$ cat src/rtl/ls_queue_if.sv
// Bundles the dispatch, CDB snoop/grant and AGU issue signals of the load/store queue.
// The queue connects through the slave modport; the dispatch/CDB/AGU side uses master.
interface ls_queue_if #(
  parameter int DEPTH = 4,
  parameter int TAG_W = 6
);
  localparam int CNT_W = $clog2(DEPTH) + 1;

  logic             flush;

  logic             disp_valid;
  logic             disp_ready;
  logic             disp_ls;
  logic [TAG_W-1:0] disp_rob_tag;
  logic             disp_base_rdy;
  logic [31:0]      disp_base;
  logic [31:0]      disp_imm;
  logic             disp_data_rdy;
  logic [31:0]      disp_data;

  logic             cdb_valid;
  logic [TAG_W-1:0] cdb_tag;
  logic [31:0]      cdb_data;
  logic             cdb_req;
  logic             cdb_grant;

  logic             agu_issue;
  logic             agu_ls;
  logic [31:0]      agu_addr;
  logic [31:0]      agu_data;
  logic [TAG_W-1:0] agu_tag;
  logic             agu_tag_valid;

  logic [CNT_W-1:0] count;

  modport master (
    output flush, disp_valid, disp_ls, disp_rob_tag, disp_base_rdy, disp_base,
           disp_imm, disp_data_rdy, disp_data, cdb_valid, cdb_tag, cdb_data, cdb_grant,
    input  disp_ready, cdb_req, agu_issue, agu_ls, agu_addr, agu_data, agu_tag,
           agu_tag_valid, count
  );

  modport slave (
    input  flush, disp_valid, disp_ls, disp_rob_tag, disp_base_rdy, disp_base,
           disp_imm, disp_data_rdy, disp_data, cdb_valid, cdb_tag, cdb_data, cdb_grant,
    output disp_ready, cdb_req, agu_issue, agu_ls, agu_addr, agu_data, agu_tag,
           agu_tag_valid, count
  );
endinterface

$ cat src/rtl/ls_queue.sv
// In-order load/store queue: circular buffer of entries that snoop the CDB for
// missing operands; the head issues to the AGU strictly in program order.

// One queue slot: captures a dispatched op (with same-cycle CDB bypass) and
// keeps snooping the CDB for whichever operands are still outstanding.
module ls_queue_entry #(
  parameter int TAG_W = 6
) (
  input  logic             clk,
  input  logic             rst,
  input  logic             clr,
  input  logic             wr_en,
  input  logic             pop,
  input  logic             wr_ls,
  input  logic [TAG_W-1:0] wr_rob_tag,
  input  logic             wr_base_rdy,
  input  logic [31:0]      wr_base,
  input  logic [31:0]      wr_imm,
  input  logic             wr_data_rdy,
  input  logic [31:0]      wr_data,
  input  logic             cdb_valid,
  input  logic [TAG_W-1:0] cdb_tag,
  input  logic [31:0]      cdb_data,
  output logic             valid,
  output logic             ls,
  output logic [TAG_W-1:0] rob_tag,
  output logic             base_rdy,
  output logic [31:0]      base,
  output logic [31:0]      imm,
  output logic             data_rdy,
  output logic [31:0]      data
);
  logic base_byp, data_byp, base_hit, data_hit;

  assign base_byp = ~wr_base_rdy & cdb_valid & (wr_base[TAG_W-1:0] == cdb_tag);
  assign data_byp = wr_ls & ~wr_data_rdy & cdb_valid & (wr_data[TAG_W-1:0] == cdb_tag);
  assign base_hit = valid & ~base_rdy & cdb_valid & (base[TAG_W-1:0] == cdb_tag);
  assign data_hit = valid & ~data_rdy & cdb_valid & (data[TAG_W-1:0] == cdb_tag);

  // Push and pop never target the same slot: that needs full or empty.
  always_ff @(posedge clk) begin
    if (rst || clr)  valid <= 1'b0;
    else if (wr_en)  valid <= 1'b1;
    else if (pop)    valid <= 1'b0;
  end

  // Payload is qualified by valid, so it needs no reset. Loads never wait on data.
  always_ff @(posedge clk) begin
    if (wr_en) begin
      ls       <= wr_ls;
      rob_tag  <= wr_rob_tag;
      imm      <= wr_imm;
      base_rdy <= wr_base_rdy | base_byp;
      base     <= base_byp ? cdb_data : wr_base;
      data_rdy <= ~wr_ls | wr_data_rdy | data_byp;
      data     <= data_byp ? cdb_data : wr_data;
    end else begin
      if (base_hit) begin
        base_rdy <= 1'b1;
        base     <= cdb_data;
      end
      if (data_hit) begin
        data_rdy <= 1'b1;
        data     <= cdb_data;
      end
    end
  end
endmodule

module ls_queue #(
  parameter int DEPTH = 4,
  parameter int TAG_W = 6
) (
  input  logic       clk,
  input  logic       rst,
  ls_queue_if.slave  bus
);
  localparam int PTR_W = $clog2(DEPTH);
  localparam int CNT_W = PTR_W + 1;

  typedef struct packed {
    logic             valid;
    logic             ls;
    logic [TAG_W-1:0] rob_tag;
    logic             base_rdy;
    logic [31:0]      base;
    logic [31:0]      imm;
    logic             data_rdy;
    logic [31:0]      data;
  } ent_t;

  logic [PTR_W-1:0] head, tail;
  logic [CNT_W-1:0] count;
  logic             push, pop, head_rdy;
  ent_t             hd;

  logic [DEPTH-1:0]             e_valid, e_ls, e_base_rdy, e_data_rdy;
  logic [DEPTH-1:0][TAG_W-1:0]  e_rob_tag;
  logic [DEPTH-1:0][31:0]       e_base, e_imm, e_data;

  for (genvar i = 0; i < DEPTH; i++) begin : g_ent
    ls_queue_entry #(.TAG_W(TAG_W)) u_ent (
      .clk         (clk),
      .rst         (rst),
      .clr         (bus.flush),
      .wr_en       (push & (tail == PTR_W'(i))),
      .pop         (pop & (head == PTR_W'(i))),
      .wr_ls       (bus.disp_ls),
      .wr_rob_tag  (bus.disp_rob_tag),
      .wr_base_rdy (bus.disp_base_rdy),
      .wr_base     (bus.disp_base),
      .wr_imm      (bus.disp_imm),
      .wr_data_rdy (bus.disp_data_rdy),
      .wr_data     (bus.disp_data),
      .cdb_valid   (bus.cdb_valid),
      .cdb_tag     (bus.cdb_tag),
      .cdb_data    (bus.cdb_data),
      .valid       (e_valid[i]),
      .ls          (e_ls[i]),
      .rob_tag     (e_rob_tag[i]),
      .base_rdy    (e_base_rdy[i]),
      .base        (e_base[i]),
      .imm         (e_imm[i]),
      .data_rdy    (e_data_rdy[i]),
      .data        (e_data[i])
    );
  end

  always_comb begin
    hd          = '0;
    hd.valid    = e_valid[head];
    hd.ls       = e_ls[head];
    hd.rob_tag  = e_rob_tag[head];
    hd.base_rdy = e_base_rdy[head];
    hd.base     = e_base[head];
    hd.imm      = e_imm[head];
    hd.data_rdy = e_data_rdy[head];
    hd.data     = e_data[head];
  end

  // Full blocks dispatch even when the head pops this cycle (no pop bypass).
  assign bus.disp_ready = (count < CNT_W'(DEPTH));
  assign push           = bus.disp_valid & bus.disp_ready & ~bus.flush;
  assign head_rdy       = hd.valid & hd.base_rdy & (~hd.ls | hd.data_rdy);
  assign pop            = head_rdy & (hd.ls | bus.cdb_grant) & ~bus.flush;

  assign bus.cdb_req       = head_rdy & ~hd.ls & ~bus.flush;
  assign bus.agu_issue     = pop;
  assign bus.agu_ls        = pop & hd.ls;
  assign bus.agu_tag_valid = pop & ~hd.ls;
  assign bus.agu_addr      = pop ? (hd.base + hd.imm) : 32'h0;
  assign bus.agu_data      = pop ? hd.data : 32'h0;
  assign bus.agu_tag       = pop ? hd.rob_tag : '0;
  assign bus.count         = count;

  always_ff @(posedge clk) begin
    if (rst || bus.flush) begin
      head  <= '0;
      tail  <= '0;
      count <= '0;
    end else begin
      if (push) tail <= tail + PTR_W'(1);
      if (pop)  head <= head + PTR_W'(1);
      case ({push, pop})
        2'b10:   count <= count + CNT_W'(1);
        2'b01:   count <= count - CNT_W'(1);
        default: count <= count;
      endcase
    end
  end
endmodule
$ cat src/flat_wrapper.sv
// flat-port wrapper written by rule: the top's interface ports become plain ports
module ls_queue_flat 
#(
  parameter int DEPTH = 4,
  parameter int TAG_W = 6
)
  (clk, rst, bus_flush, bus_disp_valid, bus_disp_ls, bus_disp_rob_tag, bus_disp_base_rdy, bus_disp_base, bus_disp_imm, bus_disp_data_rdy, bus_disp_data, bus_cdb_valid, bus_cdb_tag, bus_cdb_data, bus_cdb_grant, bus_disp_ready, bus_cdb_req, bus_agu_issue, bus_agu_ls, bus_agu_addr, bus_agu_data, bus_agu_tag, bus_agu_tag_valid, bus_count);
  ls_queue_if #(.DEPTH(DEPTH), .TAG_W(TAG_W)) bus_i ();
  input  logic clk;
  input  logic rst;
  input wire logic [$bits(bus_i.flush)-1:0] bus_flush;
  input wire logic [$bits(bus_i.disp_valid)-1:0] bus_disp_valid;
  input wire logic [$bits(bus_i.disp_ls)-1:0] bus_disp_ls;
  input wire logic [$bits(bus_i.disp_rob_tag)-1:0] bus_disp_rob_tag;
  input wire logic [$bits(bus_i.disp_base_rdy)-1:0] bus_disp_base_rdy;
  input wire logic [$bits(bus_i.disp_base)-1:0] bus_disp_base;
  input wire logic [$bits(bus_i.disp_imm)-1:0] bus_disp_imm;
  input wire logic [$bits(bus_i.disp_data_rdy)-1:0] bus_disp_data_rdy;
  input wire logic [$bits(bus_i.disp_data)-1:0] bus_disp_data;
  input wire logic [$bits(bus_i.cdb_valid)-1:0] bus_cdb_valid;
  input wire logic [$bits(bus_i.cdb_tag)-1:0] bus_cdb_tag;
  input wire logic [$bits(bus_i.cdb_data)-1:0] bus_cdb_data;
  input wire logic [$bits(bus_i.cdb_grant)-1:0] bus_cdb_grant;
  output wire logic [$bits(bus_i.disp_ready)-1:0] bus_disp_ready;
  output wire logic [$bits(bus_i.cdb_req)-1:0] bus_cdb_req;
  output wire logic [$bits(bus_i.agu_issue)-1:0] bus_agu_issue;
  output wire logic [$bits(bus_i.agu_ls)-1:0] bus_agu_ls;
  output wire logic [$bits(bus_i.agu_addr)-1:0] bus_agu_addr;
  output wire logic [$bits(bus_i.agu_data)-1:0] bus_agu_data;
  output wire logic [$bits(bus_i.agu_tag)-1:0] bus_agu_tag;
  output wire logic [$bits(bus_i.agu_tag_valid)-1:0] bus_agu_tag_valid;
  output wire logic [$bits(bus_i.count)-1:0] bus_count;
  assign bus_i.flush = bus_flush;
  assign bus_i.disp_valid = bus_disp_valid;
  assign bus_i.disp_ls = bus_disp_ls;
  assign bus_i.disp_rob_tag = bus_disp_rob_tag;
  assign bus_i.disp_base_rdy = bus_disp_base_rdy;
  assign bus_i.disp_base = bus_disp_base;
  assign bus_i.disp_imm = bus_disp_imm;
  assign bus_i.disp_data_rdy = bus_disp_data_rdy;
  assign bus_i.disp_data = bus_disp_data;
  assign bus_i.cdb_valid = bus_cdb_valid;
  assign bus_i.cdb_tag = bus_cdb_tag;
  assign bus_i.cdb_data = bus_cdb_data;
  assign bus_i.cdb_grant = bus_cdb_grant;
  assign bus_disp_ready = bus_i.disp_ready;
  assign bus_cdb_req = bus_i.cdb_req;
  assign bus_agu_issue = bus_i.agu_issue;
  assign bus_agu_ls = bus_i.agu_ls;
  assign bus_agu_addr = bus_i.agu_addr;
  assign bus_agu_data = bus_i.agu_data;
  assign bus_agu_tag = bus_i.agu_tag;
  assign bus_agu_tag_valid = bus_i.agu_tag_valid;
  assign bus_count = bus_i.count;
  ls_queue #(.DEPTH(DEPTH), .TAG_W(TAG_W)) u_core (.clk(clk), .rst(rst), .bus(bus_i));
endmodule
$ cat config.mk
export PLATFORM = sky130hd
export DESIGN_NAME = ls_queue_flat
export DESIGN_NICKNAME = d
export VERILOG_FILES = /design/src/rtl/ls_queue_if.sv /design/src/rtl/ls_queue.sv /design/src/flat_wrapper.sv
export SDC_FILE = /design/constraint.sdc
export NUM_CORES = 1
export LEC_CHECK = 0
export ABC_CLOCK_PERIOD_IN_PS = 14800
export CAP_MARGIN = 15
export CORE_UTILIZATION = 30
export CTS_CLUSTER_DIAMETER = 200
export DETAILED_ROUTE_END_ITERATION = 10
export PLACE_DENSITY = 0.47
export SETUP_SLACK_MARGIN = 0.2
export SLEW_MARGIN = 40
export SYNTH_ARGS = -nofsm -noshare
export SYNTH_HDL_FRONTEND = slang
export SYNTH_SLANG_ARGS = --single-unit
$ cat constraint.sdc
create_clock -name clk -period 14.8 [get_ports clk]
set_clock_uncertainty 0.2 [all_clocks]
set_input_delay 2.96 -clock clk [delete_from_list [all_inputs] [get_ports clk]]
set_output_delay 2.96 -clock clk [all_outputs]
set_load 0.005 [all_outputs]
==> results of run 1 <==
-- registers in the layout (all words and copies together), names as in the netlist --
register                     cells
u_core.g_ent.u_ent.rob_tag      24
u_core.g_ent.u_ent.base_rdy      4
u_core.g_ent.u_ent.data_rdy      4
u_core.g_ent.u_ent.ls            4
u_core.g_ent.u_ent.valid         4
u_core.g_ent.u_ent.base        128
u_core.head                      2
u_core.bus.count                 3
u_core.g_ent.u_ent.data        128
u_core.tail                      2
u_core.g_ent.u_ent.imm         128
-- cell usage in the layout (no fill, tap or decap), drive strengths merged, types with 3 or more instances in the layout --
cell type	instances
o21ai	34
clkinv	21
o21a	3
xnor2	47
nor4	11
o211ai	6
buf	27
nor2b	4
and3	42
nand2	51
clkdlybuf4s50	226
ha	40
and4	3
inv	30
mux4	102
nand3	10
nor3b	5
a31oi	3
nand4	19
a21oi	56
a211oi	4
diode	5
o2111ai	4
a21o	5
nor2	56
xor2	46
mux2	257
o21bai	5
dfxtp	11
clkbuf	64
edfxtp	420
bufinv	5
-- worst register-to-register path: cells and delay by family (launching register included) --
family                     cells  cell delay, ns
buffers and inverters          6            2.89
and+or+nand+nor                2            0.89
adders and majority gates      2            0.65
DFF                            1            0.58
AOI/OAI and AO/OA              2            0.40
xor gates and xnor gates       1            0.16
-- through the flow --
stage	cells	setup slack, ns	util [%]	cell area, sq um
2_1_floorplan	1380	7.789	-	21840
3_3_place_gp	2505	5.389	35.11	25190
3_5_place_dp	2505	5.328	35.12	25190
4_1_cts	2598	5.315	37.40	26830
5_1_grt	2601	5.219	37.42	26840
6_report	2603	5.407	37.42	26840
-- cell type report --
class / count / area share (%)
inverters: 29 / 0.4055
clock buffers: 64 / 5.011
clock inverters: 29 / 1.091
flip-flops and latches: 431 / 47.83
repair buffers: 253 / 9.210
diodes: 5 / 0.04661
well taps: 950 / 4.428
multi-input cells: 842 / 31.98
-- path summary, 6_finish.rpt --
kind                          to  cells after the start  slack, ns                 from
min          u_core.bus.count[2]                      2       0.33  u_core.bus.count[2]
max reg2reg  u_core.bus.count[2]                     13       8.96       u_core.head[1]
max             bus_agu_addr[26]                      8       5.41            bus_flush
min reg2reg  u_core.bus.count[2]                      2       0.33  u_core.bus.count[2]
-- per-layer routing --
layer / GRT usage [%] / wire, microns / vias up
li1: - / - / 5907
met1: 23.03 / 28670 / 6741
met2: 28.66 / 31070 / 308
met3: 3.606 / 3408 / 91
met4: 4.243 / 1199 / 18
met5: 0 / 96 / -
-- power by group through the flow --
stage,clock [mW],combinational (mW),sequential (mW)
final,1.23,0.262,1.37
after global routing,1.31,0.283,1.37
after CTS,1.27,0.264,1.37
after detailed placement,0,0.262,1.39
after global placement,0,0.262,1.39
after floorplan,0,0.144,1.39
-- cells by family (layout without fill, tap and decap cells) --
logic type	after synthesis	count (layout)	synth area share, %
compound gates	132	132	3.586
fa+ha+maj	42	42	2.474
mux	359	359	23.76
flops	431	431	58.74
other cells	0	5	0
simple gates	216	216	5.109
buf+inv	107	375	2.595
xor+xnor	93	93	3.729
==> results, run 1 <==
- The run finished with clean final reports.
- Once detail routing completed, the nets flagged for antenna violations numbered 0.
- The HPWL after detailed placement is 42.86 mm.
- The DRC violation total after the first TritonRoute iteration is roughly 900.
- The number of synthesized flops with an enable pin is 420.
- The proportion of power drawn by flip-flops and latches is 47.7%.
- Walking the worst path, the cells encountered are clkdlybuf4s50_1, a311oi_4, buf_4, nand2_2, inv_1, nand4_1, nand2_1, clkdlybuf4s50_1.
- Per report_power, the clock group accounts for 43.1% of the total.
- In this design, the stage delay of the slowest critical-path cell is roughly 0.58 ns.
- Of all nets on the critical path, the largest fanout is between 40 and 50.
- The commonest cells after synthesis are edfxtp_1 (420), mux2_2 (257), mux4_2 (102).
- The die boundary height is 271.8 microns.
- Setup repair after global routing left no endpoint under its margin.
- The pre-antenna-repair detailed-routing pass consisted of 5 iterations.
- Averaged over all synthesized cells, the footprint is 15.83 sq um.
- Buffers placed on the I/O ports in this run total about 230.
- The Yosys warning count is 0.
- The data arrival time at the worst-slack endpoint is ~6.2 ns.
- At the end of the flow, the number of nets in the layout was about 1800.
- The via count of the first global-routing pass is approximately 14000.
- The global route total overflow is 0.
- The floorplan step defined a core boundary enclosing approximately 72000 sq um.
- Across the VDD grid, the largest voltage drop is 78.06 uV.
- The tree is rooted in a clkbuf_16.
- The startpoint-to-endpoint class of the critical path is in2out.
- The type of origin of the critical path is a primary input.
- The number of buffers created by CTS is 50.
- The number of filler instances in the final layout is roughly 6700.
- The most used flip-flop cell after synthesis is edfxtp_1.
- The synthesized design devotes to its leading area cell type between 50% and 60% of total area.
- The count of standard-cell rows is a little under 100.
- The total of flip-flops plus latches after synthesis is 431.
- The number of vias per cell after detailed routing is roughly 5.0.
- The detailed-route wire length per cell is 24.76 microns.
- TritonCTS built the clock tree.
- The worst relative slew slack is between 40% and 50%.
- The worst setup path is captured at an output pin.
- The number of sinks driven by the clock tree is approximately 430.
- The synthesized netlist occupies a cell area of between 20000 and 25000 sq um.
- The total leakage power is slightly below 9 nW.
- The initial antenna violation count is 14.
- The area used by multi-input combinational logic is 8583 sq um.
- The max-capacitance violation count is 0.
- Entering global routing, the biggest net connects between 40 and 50 pins.
- The clock period could shrink to 9.393 ns.
- When the netlist entered floorplanning its net count stood at ~1600.
- The die width is around 270 microns.
- The total count of max-transition violations in the final report is 0.
- Synthesis instantiated 58 different standard cells from the library.
- The die footprint is approximately 74000 sq um.
- The most common cell in the synthesized netlist is edfxtp_1.
- The synthesized instance count is ~1400.
- For the worst setup path, the data required time is 11.64 ns.
- The detailed router placed roughly 13000 vias in this run.
- The total chip power is 2.863 mW.
- Dividing total power by cell area gives a power density of between 100 and 150 nW/um^2.
- Ranked by total cell area, the synthesized netlist is headed by edfxtp_1 (58%), mux2_2 (13%), mux4_2 (11%).
- The number of gates resized after cts is 0.
- After clock tree synthesis, the setup repair step added 0 buffers.
- Hold is met by roughly 0.33 ns.
- Based on the critical path, the design can be clocked at up to roughly 110 MHz.
- The sum of routed wire length over all layers is 64.44 mm.
- Counting along the longest clock path gives a buffer depth of 3.
- The ratio of final minimum period to clock period is between 60 and 70%.
- In this run switching power makes up 22.67% of total power.
- The global-route wire length before repair is roughly 93 mm.
- The fraction of synthesis flops using an asynchronous set or reset pin is 0%.
- After clock tree synthesis, the flow added hold-fix buffers numbering 0.
- The final-layout setup total negative slack is 0 ns.
- The final routed DRC violation total is 0.
- After clock tree synthesis, the clock-pin slew on the worst setup and hold paths is ~0.050 ns.
- The starting density of the core is between 30% and 40%.
- Of all cell types, the one taking the most synthesized area is edfxtp_1.
- The net switching component of the power is between 0.6 and 0.7 mW.
- The congestion estimate from routability-driven global placement came to about 0.85.
- The number of endpoints with negative hold slack in the final report is 0.
- The top-level port count is 227.
- Counting stages on the worst path, the most repeated cell is clkdlybuf4s50_1.
- The post-route netlist has between 20 and 30% of its cells at a drive strength greater than 1.
- The combinational power share is under 10%.
- The slew at the pin closest to its max-slew limit is 0.8212 ns.
- The number of levels in the clock H-tree is 2.
- The cell-internal power is approximately 2.2 mW.
- The sequential cells in the finished layout cover a total of roughly 13000 sq um.
- Clock latency on the worst-skew pair, taken at its later pin, is 0.59 ns.
- The count of final setup violators is 0.
- On the critical path, the stage with the largest delay is an instance of nand2_2.
- The total global routing track utilization is between 15 and 20%.
- The critical path contains buffers and inverters numbering 4 combined.
- The cell family contributing the most delay on the critical path is buffers and inverters.
- Compared with the post-synthesis result, the final layout area differs by 22.88%.
- The kind of path behind the tightest hold check is reg2reg.
- Sequential cells were found to cover between 50% and 60% of the synthesized design area.
Power figures use the tool's default switching activity.
==> run 2: changes to the inputs <==
--- a/config.mk
+++ b/config.mk
@@ -5,7 +5,7 @@
 export SDC_FILE = /design/constraint.sdc
 export NUM_CORES = 1
 export LEC_CHECK = 0
-export ABC_CLOCK_PERIOD_IN_PS = 14800
+export ABC_CLOCK_PERIOD_IN_PS = 9300
 export CAP_MARGIN = 15
 export CORE_UTILIZATION = 30
 export CTS_CLUSTER_DIAMETER = 200
==> constraint.sdc (replaced) <==
create_clock -name clk -period 9.3 [get_ports clk]
set_clock_uncertainty 0.2 [all_clocks]
set_input_delay 1.86 -clock clk [delete_from_list [all_inputs] [get_ports clk]]
set_output_delay 1.86 -clock clk [all_outputs]
set_load 0.005 [all_outputs]
==> results, run 2 (same netlist as run 1, synthesis figures left out) <==
- The number of endpoints with negative hold slack in the final report was 0.
- The cell family with the largest share of critical-path delay is compound AO/OA/AOI/OAI gates.
- Setup slack on the worst reg-to-reg path comes out at between 4 and 5 ns.
- In the final layout, the share of cells above drive strength 1 is 28.94%.
- VDD sags by at most about 95 uV.
- For this block, wires on met1 add up to about 30 mm.
- Entering global routing, the biggest net connects 47 pins.
- Dividing the detail-routed via count by the number of cells gives around 5.
- The final routed DRC violation total is 0.
- The cell-internal power is between 3 and 4 mW.
- Power spread over the standard cell area amounts to roughly 170 nW/um^2.
- In this run the power spent charging and discharging nets is about 1.0 mW.
- The delay of the slowest cell on the worst path is between 0.6 and 0.7 ns.
- Setup repair after global routing left no endpoint under its margin.
- The number of detailed-routing iterations run before antenna repair is 5.
- Routability-driven placement finished with a final weighted congestion of ~0.87.
- The count of cells along the worst register-to-register path is 11.
- The slowest library cell on the worst path is mux4_2.
- Data arrives at the worst endpoint at ~5 ns.
- The die width is between 200 and 300 microns.
- At the worst endpoint, the required time is approximately 7.2 ns.
- In this run, post-CTS hold repair placed 0 buffers.
- The area added between synthesis and finish is 22.49%.
- The count of final setup violators is 0.
- The number of gates resized after cts is 0.
- The startpoint identified for the worst register-to-register timing path is u_core.head[0].
- The critical path endpoint category is an output pin.
- Buffers inserted during clock tree synthesis total 50.
- After floorplanning, the core was sized to cover around 72000 sq um.
- In this run the vertical extent of the chip is between 200 and 300 microns.
- The later-pin clock latency in the skew report is slightly below 0.6 ns.
- Of the total power, the share spent switching nets is a little under a quarter.
- The run finished with clean final reports.
- The max-capacitance violation count is 0.
- Along the worst path, the maximum fanout reaches 46.
- The top-level port count is 227.
- The CTS tree is done.
- The worst hold path terminates at u_core.bus.count[1].
- Clock-pin slew was measured on the worst setup and hold paths at approximately 0.060 ns.
- The number of sinks driven by the clock tree is between 400 and 500.
- The setup slack after placement is around 2.4 ns.
- After layout, the minimum clock period comes to about 7.1 ns.
- The routed design uses roughly 32 mm of met2 wire.
- Adding up every negative setup slack in the final design gives 0 ns.
- Traced cell by cell, the critical path runs through buf_12, buf_12, mux4_2, ha_1, a21oi_1, o21ai_0, nor2_1, a31oi_1, a21oi_1, xnor2_1, nor2_1, clkdlybuf4s50_1.
- The HPWL after detailed placement is roughly 44 mm.
- The met3 layer wire length in the routed design is around 2.6 mm.
- The global route total overflow is 0.
- In this run, the combinational gates consume 9.2% of the power.
- The total count of max-transition violations in the final report is 0.
- The leading cell type in the layout, fill and taps excluded is edfxtp_1.
- The worst relative slew slack is about 46%.
- The global-route wire length before repair is 95.28 mm.
- The number of nets at the end of the flow is approximately 1800.
- The count of buffering cells on the critical path with inverters included is 3.
- No sink is reached through more buffers than the 3 on the longest clock path.
- In this run the remaining antenna-violating nets after routing total 0.
- The sum of routed wire length over all layers is roughly 65 mm.
- The kind of path behind the tightest hold check is reg2reg.
- CTS placed an instance of clkbuf_16 at the clock tree root.
- The startpoint-to-endpoint class of the critical path is reg2out.
- The number of levels in the clock H-tree is 2.
- Dividing the detail-routed wire length by the instance count gives 24.95 microns.
- The startpoint of the worst hold path is u_core.bus.count[1].
- The worst hold margin is around 0.33 ns.
- The count of standard-cell rows is 98.
- In this run the critical register-to-register path is captured at u_core.bus.count[2].
- The initial utilization of the core area, before any placement, comes to a little under a third.
- Post-CTS timing repair inserted 0 buffers for setup.
- In this run the static leakage power is around 8.7 nW.
- The total global routing track utilization is roughly 17%.
- The ratio of final minimum period to clock period is roughly three quarters.
- The fmax is 140.1 MHz.
- The smallest setup slack after layout is approximately 2.2 ns.
- The worst hold path passes through 2 cells.
- Per report_power, the clock group accounts for about two fifths of the total.
- The via count of the first global-routing pass was approximately 14000.
- The largest registers in the layout are u_core.g_ent.u_ent.base (128), u_core.g_ent.u_ent.data (128), u_core.g_ent.u_ent.imm (128).
- In the layout the commonest cells are edfxtp_1 (420), mux2_2 (257), clkdlybuf4s50_1 (226), mux4_2 (102), a21oi_1 (56).
- The slew at the pin closest to its max-slew limit is 0.8014 ns.
- Registers are responsible for 49.0% of the overall power.
- The highest routed metal layer is met5.
- The die covers around 74000 sq um.
- During placement, the flow inserted port buffers numbering between 200 and 250.
- The type of origin of the critical path is a flip-flop.
- Measured on the finished design, the core utilization comes to a little under two fifths.
- The initial antenna violation count is 6.
- In this run, the number of DRC markers left after iteration 0 of detailed routing was 816.
- The number of filler instances in the final layout is roughly 6800.
- The via count is between 10000 and 15000.
-- run 2: cell types whose count changed in the layout (fill, tap and decap cells not counted), sizes merged --
cell	change
clkinvlp	-1
buf	+1
bufinv	-4
inv	-1
diode	-2
clkbuf	+5
-- run 2: how the worst max path moves through the flow --
stage | start | end | slack, ns | depth (start not counted)
5_1_grt | u_core.head[0] | bus_agu_addr[21] | 1.85 | 11
3_3_place_gp | u_core.head[0] | bus_agu_addr[23] | 2.37 | 11
4_1_cts | u_core.head[0] | bus_agu_addr[23] | 1.77 | 11
3_5_place_dp | u_core.head[0] | bus_agu_addr[23] | 2.43 | 11
2_1_floorplan | u_core.head[0] | bus_agu_addr[27] | 3.64 | 13
6_report | u_core.head[0] | bus_agu_addr[24] | 2.16 | 12
-- run 2: tightest hold or removal path, cell delays in order (launching register included) --
cell and delay (ns):
dfxtp_1 0.35, a21oi_1 0.07, nor2_1 0.07
-- run 2: power by group through the flow --
stage                     sequential [mW]  combinational, mW  clock (mW)
after detailed placement             2.22              0.411           0
after floorplan                      2.21              0.229           0
final                                2.18              0.410        1.86
after global placement               2.22              0.408           0
after CTS                            2.18              0.414        1.91
after global routing                 2.18              0.446        1.98
-- run 2: layer usage --
| metal | up-vias | global-route usage (%) |
|---|---|---|
| met1 | 6761 | 23.36 |
| met2 | 272 | 29.73 |
| met3 | 81 | 2.583 |
| met5 | - | 0 |
| met4 | 10 | 4.007 |
| li1 | 5913 | - |
-- run 2: stage by stage --
stage / area (sq um) / std cells / power (mW)
floorplan: 21840 / 1380 / 2.444
global placement: 25200 / 2505 / 2.624
detailed placement: 25200 / 2505 / 2.628
CTS: 26730 / 2597 / 4.501
global route: 26750 / 2599 / 4.598
finish: 26760 / 2601 / 4.444
-- run 2: layout make-up --
type	count	area (sq um)	area share [%]
sequential	431	12840	47.99
multi-input combinational	842	8583	32.08
clock buffer	69	1406	5.256
tap	950	1189	4.442
inverter	29	108.9	0.4068
clock inverter	23	125.1	0.4676
antenna	3	7.507	0.02806
timing repair buffer	254	2497	9.334
==> run 3: changes to the inputs <==
--- a/config.mk
+++ b/config.mk
@@ -5,7 +5,7 @@
 export SDC_FILE = /design/constraint.sdc
 export NUM_CORES = 1
 export LEC_CHECK = 0
-export ABC_CLOCK_PERIOD_IN_PS = 9300
+export ABC_CLOCK_PERIOD_IN_PS = 7030
 export CAP_MARGIN = 15
 export CORE_UTILIZATION = 30
 export CTS_CLUSTER_DIAMETER = 200
==> constraint.sdc (replaced) <==
create_clock -name clk -period 7.03 [get_ports clk]
set_clock_uncertainty 0.2 [all_clocks]
set_input_delay 1.406 -clock clk [delete_from_list [all_inputs] [get_ports clk]]
set_output_delay 1.406 -clock clk [all_outputs]
set_load 0.005 [all_outputs]
==> results, run 3 (same netlist as run 1, synthesis figures left out) <==
- After detailed routing, the total wire length is roughly 64 mm.
- The finished layout holds ~2600 standard cells, fillers aside.
- The total count of max-transition violations in the final report is 0.
- The later-pin clock latency in the skew report is 0.60 ns.
- For this design the top-level I/O count stands at ~230.
- The total global routing track utilization is 17.30%.
- In the final layout, the registers with the most flip-flops are u_core.g_ent.u_ent.base (128), u_core.g_ent.u_ent.data (128), u_core.g_ent.u_ent.imm (128).
- In this run the remaining antenna-violating nets after routing total 0.
- The number of levels in the clock H-tree is 2.
- The global route total overflow is 0.
- Of all nets on the critical path, the largest fanout is 33.
- The number of instances on the worst hold path is 2.
- The internal power of the cells totals 4.567 mW.
- The share of total power dissipated in combinational logic is roughly 9.2%.
- Detailed routing placed a total of ~31 mm of wire on met2.
- In the layout the commonest cells are edfxtp_1 (420), mux2_2 (257), clkdlybuf4s50_1 (226), mux4_2 (102), a21oi_1 (56).
- For this run, design rule violations remaining after detail routing come to 0.
- Detailed placement ended at an HPWL of 44.31 mm.
- The number of vias per cell after detailed routing is 4.999.
- The count of final setup violators is 0.
- The number of gates resized after cts is 0.
- The proportion of power drawn by flip-flops and latches is ~49%.
- The delay of the slowest cell on the worst path is ~0.57 ns.
- The via count of the first global-routing pass came to between 10000 and 15000.
- The count of cells along the worst register-to-register path is 11.
- Setup repair after global routing left no endpoint under its margin.
- The first detailed-routing pass took 5 iterations.
- The slew at the pin closest to its max-slew limit is 0.8991 ns.
- The number of filler instances in the final layout is roughly 6800.
- The maximum count of clock buffers along a single path is 3.
- At the end of the flow, the number of nets in the layout was between 1500 and 2000.
- The clock network is responsible for around two fifths of the overall power.
- The net switching component of the power is ~1.3 mW.
- The post-CTS setup-driven buffer insertion count is 0.
- After detailed routing, the met3 layer carries ~2.7 mm of wire.
- The slack of the worst reg-to-reg path is 2.79 ns.
- The total chip power is about 5.9 mW.
- The initial utilization of the core area, before any placement, comes to a little under a third.
- The routed design could run at a clock period as short as approximately 6.4 ns.
- In this run the horizontal extent of the chip is 271.8 microns.
- Entering global routing, the biggest net connects 47 pins.
- The worst setup path is captured at an output pin.
- The tool flagged a number of max-cap violations equal to 0.
- The die is roughly 270 microns tall.
- The slowest stage of the critical path belongs to the cell dfxtp_4.
- The tree is rooted in a clkbuf_16.
- The startpoint-to-endpoint class of the critical path is reg2out.
- Buffers placed on the I/O ports in this run total 226.
- The number of sinks driven by the clock tree is between 400 and 500.
- Buffers inserted to repair hold after CTS numbered 0.
- The number of endpoints with negative hold slack in the final report came to 0.
- The leading cell type in the layout, fill and taps excluded is edfxtp_1.
- The clock slew seen by the registers of the worst setup and hold paths is about 0.06 ns.
- The kind of path behind the tightest hold check is reg2reg.
- The detailed router put a total of approximately 29 mm of wire on met1.
- The highest metal layer carrying signal wires in the routed design is met5.
- The worst relative slew slack is 39.80%.
- The smallest setup slack after layout is 0.6322 ns.
- The endpoint required time on the critical path is around 5.4 ns.
- In this run, the number of DRC markers left after iteration 0 of detailed routing was ~900.
- For this block, the via count after detailed routing is between 10000 and 15000.
- Across the VDD grid, the largest voltage drop is between 100 and 150 uV.
- The core region is 71730 sq um.
- The data arrival time at the worst-slack endpoint is between 4 and 5 ns.
- The type of origin of the critical path is a flip-flop.
- The area added between synthesis and finish is 23.04%.
- The die footprint is about 74000 sq um.
- The fmax is 156.3 MHz.
- Counting tap cells, the placed design contains a total of 2511 instances.
- The final-layout setup total negative slack is 0 ns.
- Cells with a size suffix above 1 make up 29.36% of the layout.
- TritonCTS built the clock tree.
- The initial antenna violation count was 5.
- The count of standard-cell rows is between 90 and 100.
- Of the total power, the share spent switching nets is 22.67%.
- The ratio of final minimum period to clock period is 91.01%.
- The global-route wire length before repair is roughly 94 mm.
- The flow ran to the end, and the final reports show no timing, DRC or antenna violations.
- The detailed-route wire length per cell is around 25 microns.
- The analysis attributes to cell leakage a power of 8.736 nW.
- Dividing total power by cell area gives a power density of around 220 nW/um^2.
- The critical path goes through buf_4, mux4_2, ha_1, nand2_1, a211oi_1, a21oi_1, o31ai_1, nor2_1, o21bai_1, mux2_2, clkdlybuf4s50_1.
- Prior to clock tree synthesis, the placed netlist has a worst setup slack of about 1.0 ns.
- The number of buffers created by CTS is just over 50.
- The final weighted congestion in routability-driven placement is 0.8753.
[run 3: worst max-delay path: cells and delay by family, from the launching register on]
family                   cells  cell delay [ns]
AND/OR/NAND/NOR              2             0.19
multiplexers                 2             0.84
buffers and inverters        2             1.00
flip-flops                   1             0.57
AO/OA/AOI/OAI                4             1.13
adder cells (fa/ha/maj)      1             0.43
[run 3: area by class of cell]
cell class              instances  area, sq um  area share [%]
flip-flops and latches        431        12840           47.77
multi-input cells             842         8583           31.93
repair buffers                262         2597           9.664
clock buffers                  66         1375           5.116
well taps                     950         1189           4.422
clock inverters                29        175.2          0.6517
inverters                      29        108.9          0.4050
diodes                          4        10.01         0.03724
[run 3: worst paths after layout]
check / from / to
min reg2reg: u_core.bus.count[1] / u_core.bus.count[1]
min: u_core.bus.count[1] / u_core.bus.count[1]
max reg2reg: u_core.head[1] / u_core.bus.count[2]
max: u_core.head[1] / bus_agu_addr[27]
[run 3: power groups by stage]
stage                     Clock [mW]  Sequential [mW]  Combinational, mW
final                           2.48             2.88              0.546
after global routing            2.65             2.88              0.592
after CTS                       2.55             2.88              0.548
after detailed placement           0             2.93              0.544
after global placement             0             2.93              0.542
after floorplan                    0             2.93              0.303
[run 3: stage by stage]
step	cell area [sq um]	hold WS, ns	utilization (%)
2_1_floorplan	21840	0.2782	-
3_3_place_gp	25240	0.3203	35.19
3_5_place_dp	25240	0.3294	35.19
4_1_cts	26790	0.3453	37.35
5_1_grt	26870	0.3829	37.46
6_report	26880	0.3444	37.47
[run 3: per-layer routing]
metal  vias to the layer above  GRT usage (%)
li1                       5941              -
met1                      6736          23.52
met2                       283          28.49
met3                        96          2.583
met4                         6          5.219
met5                         -              0
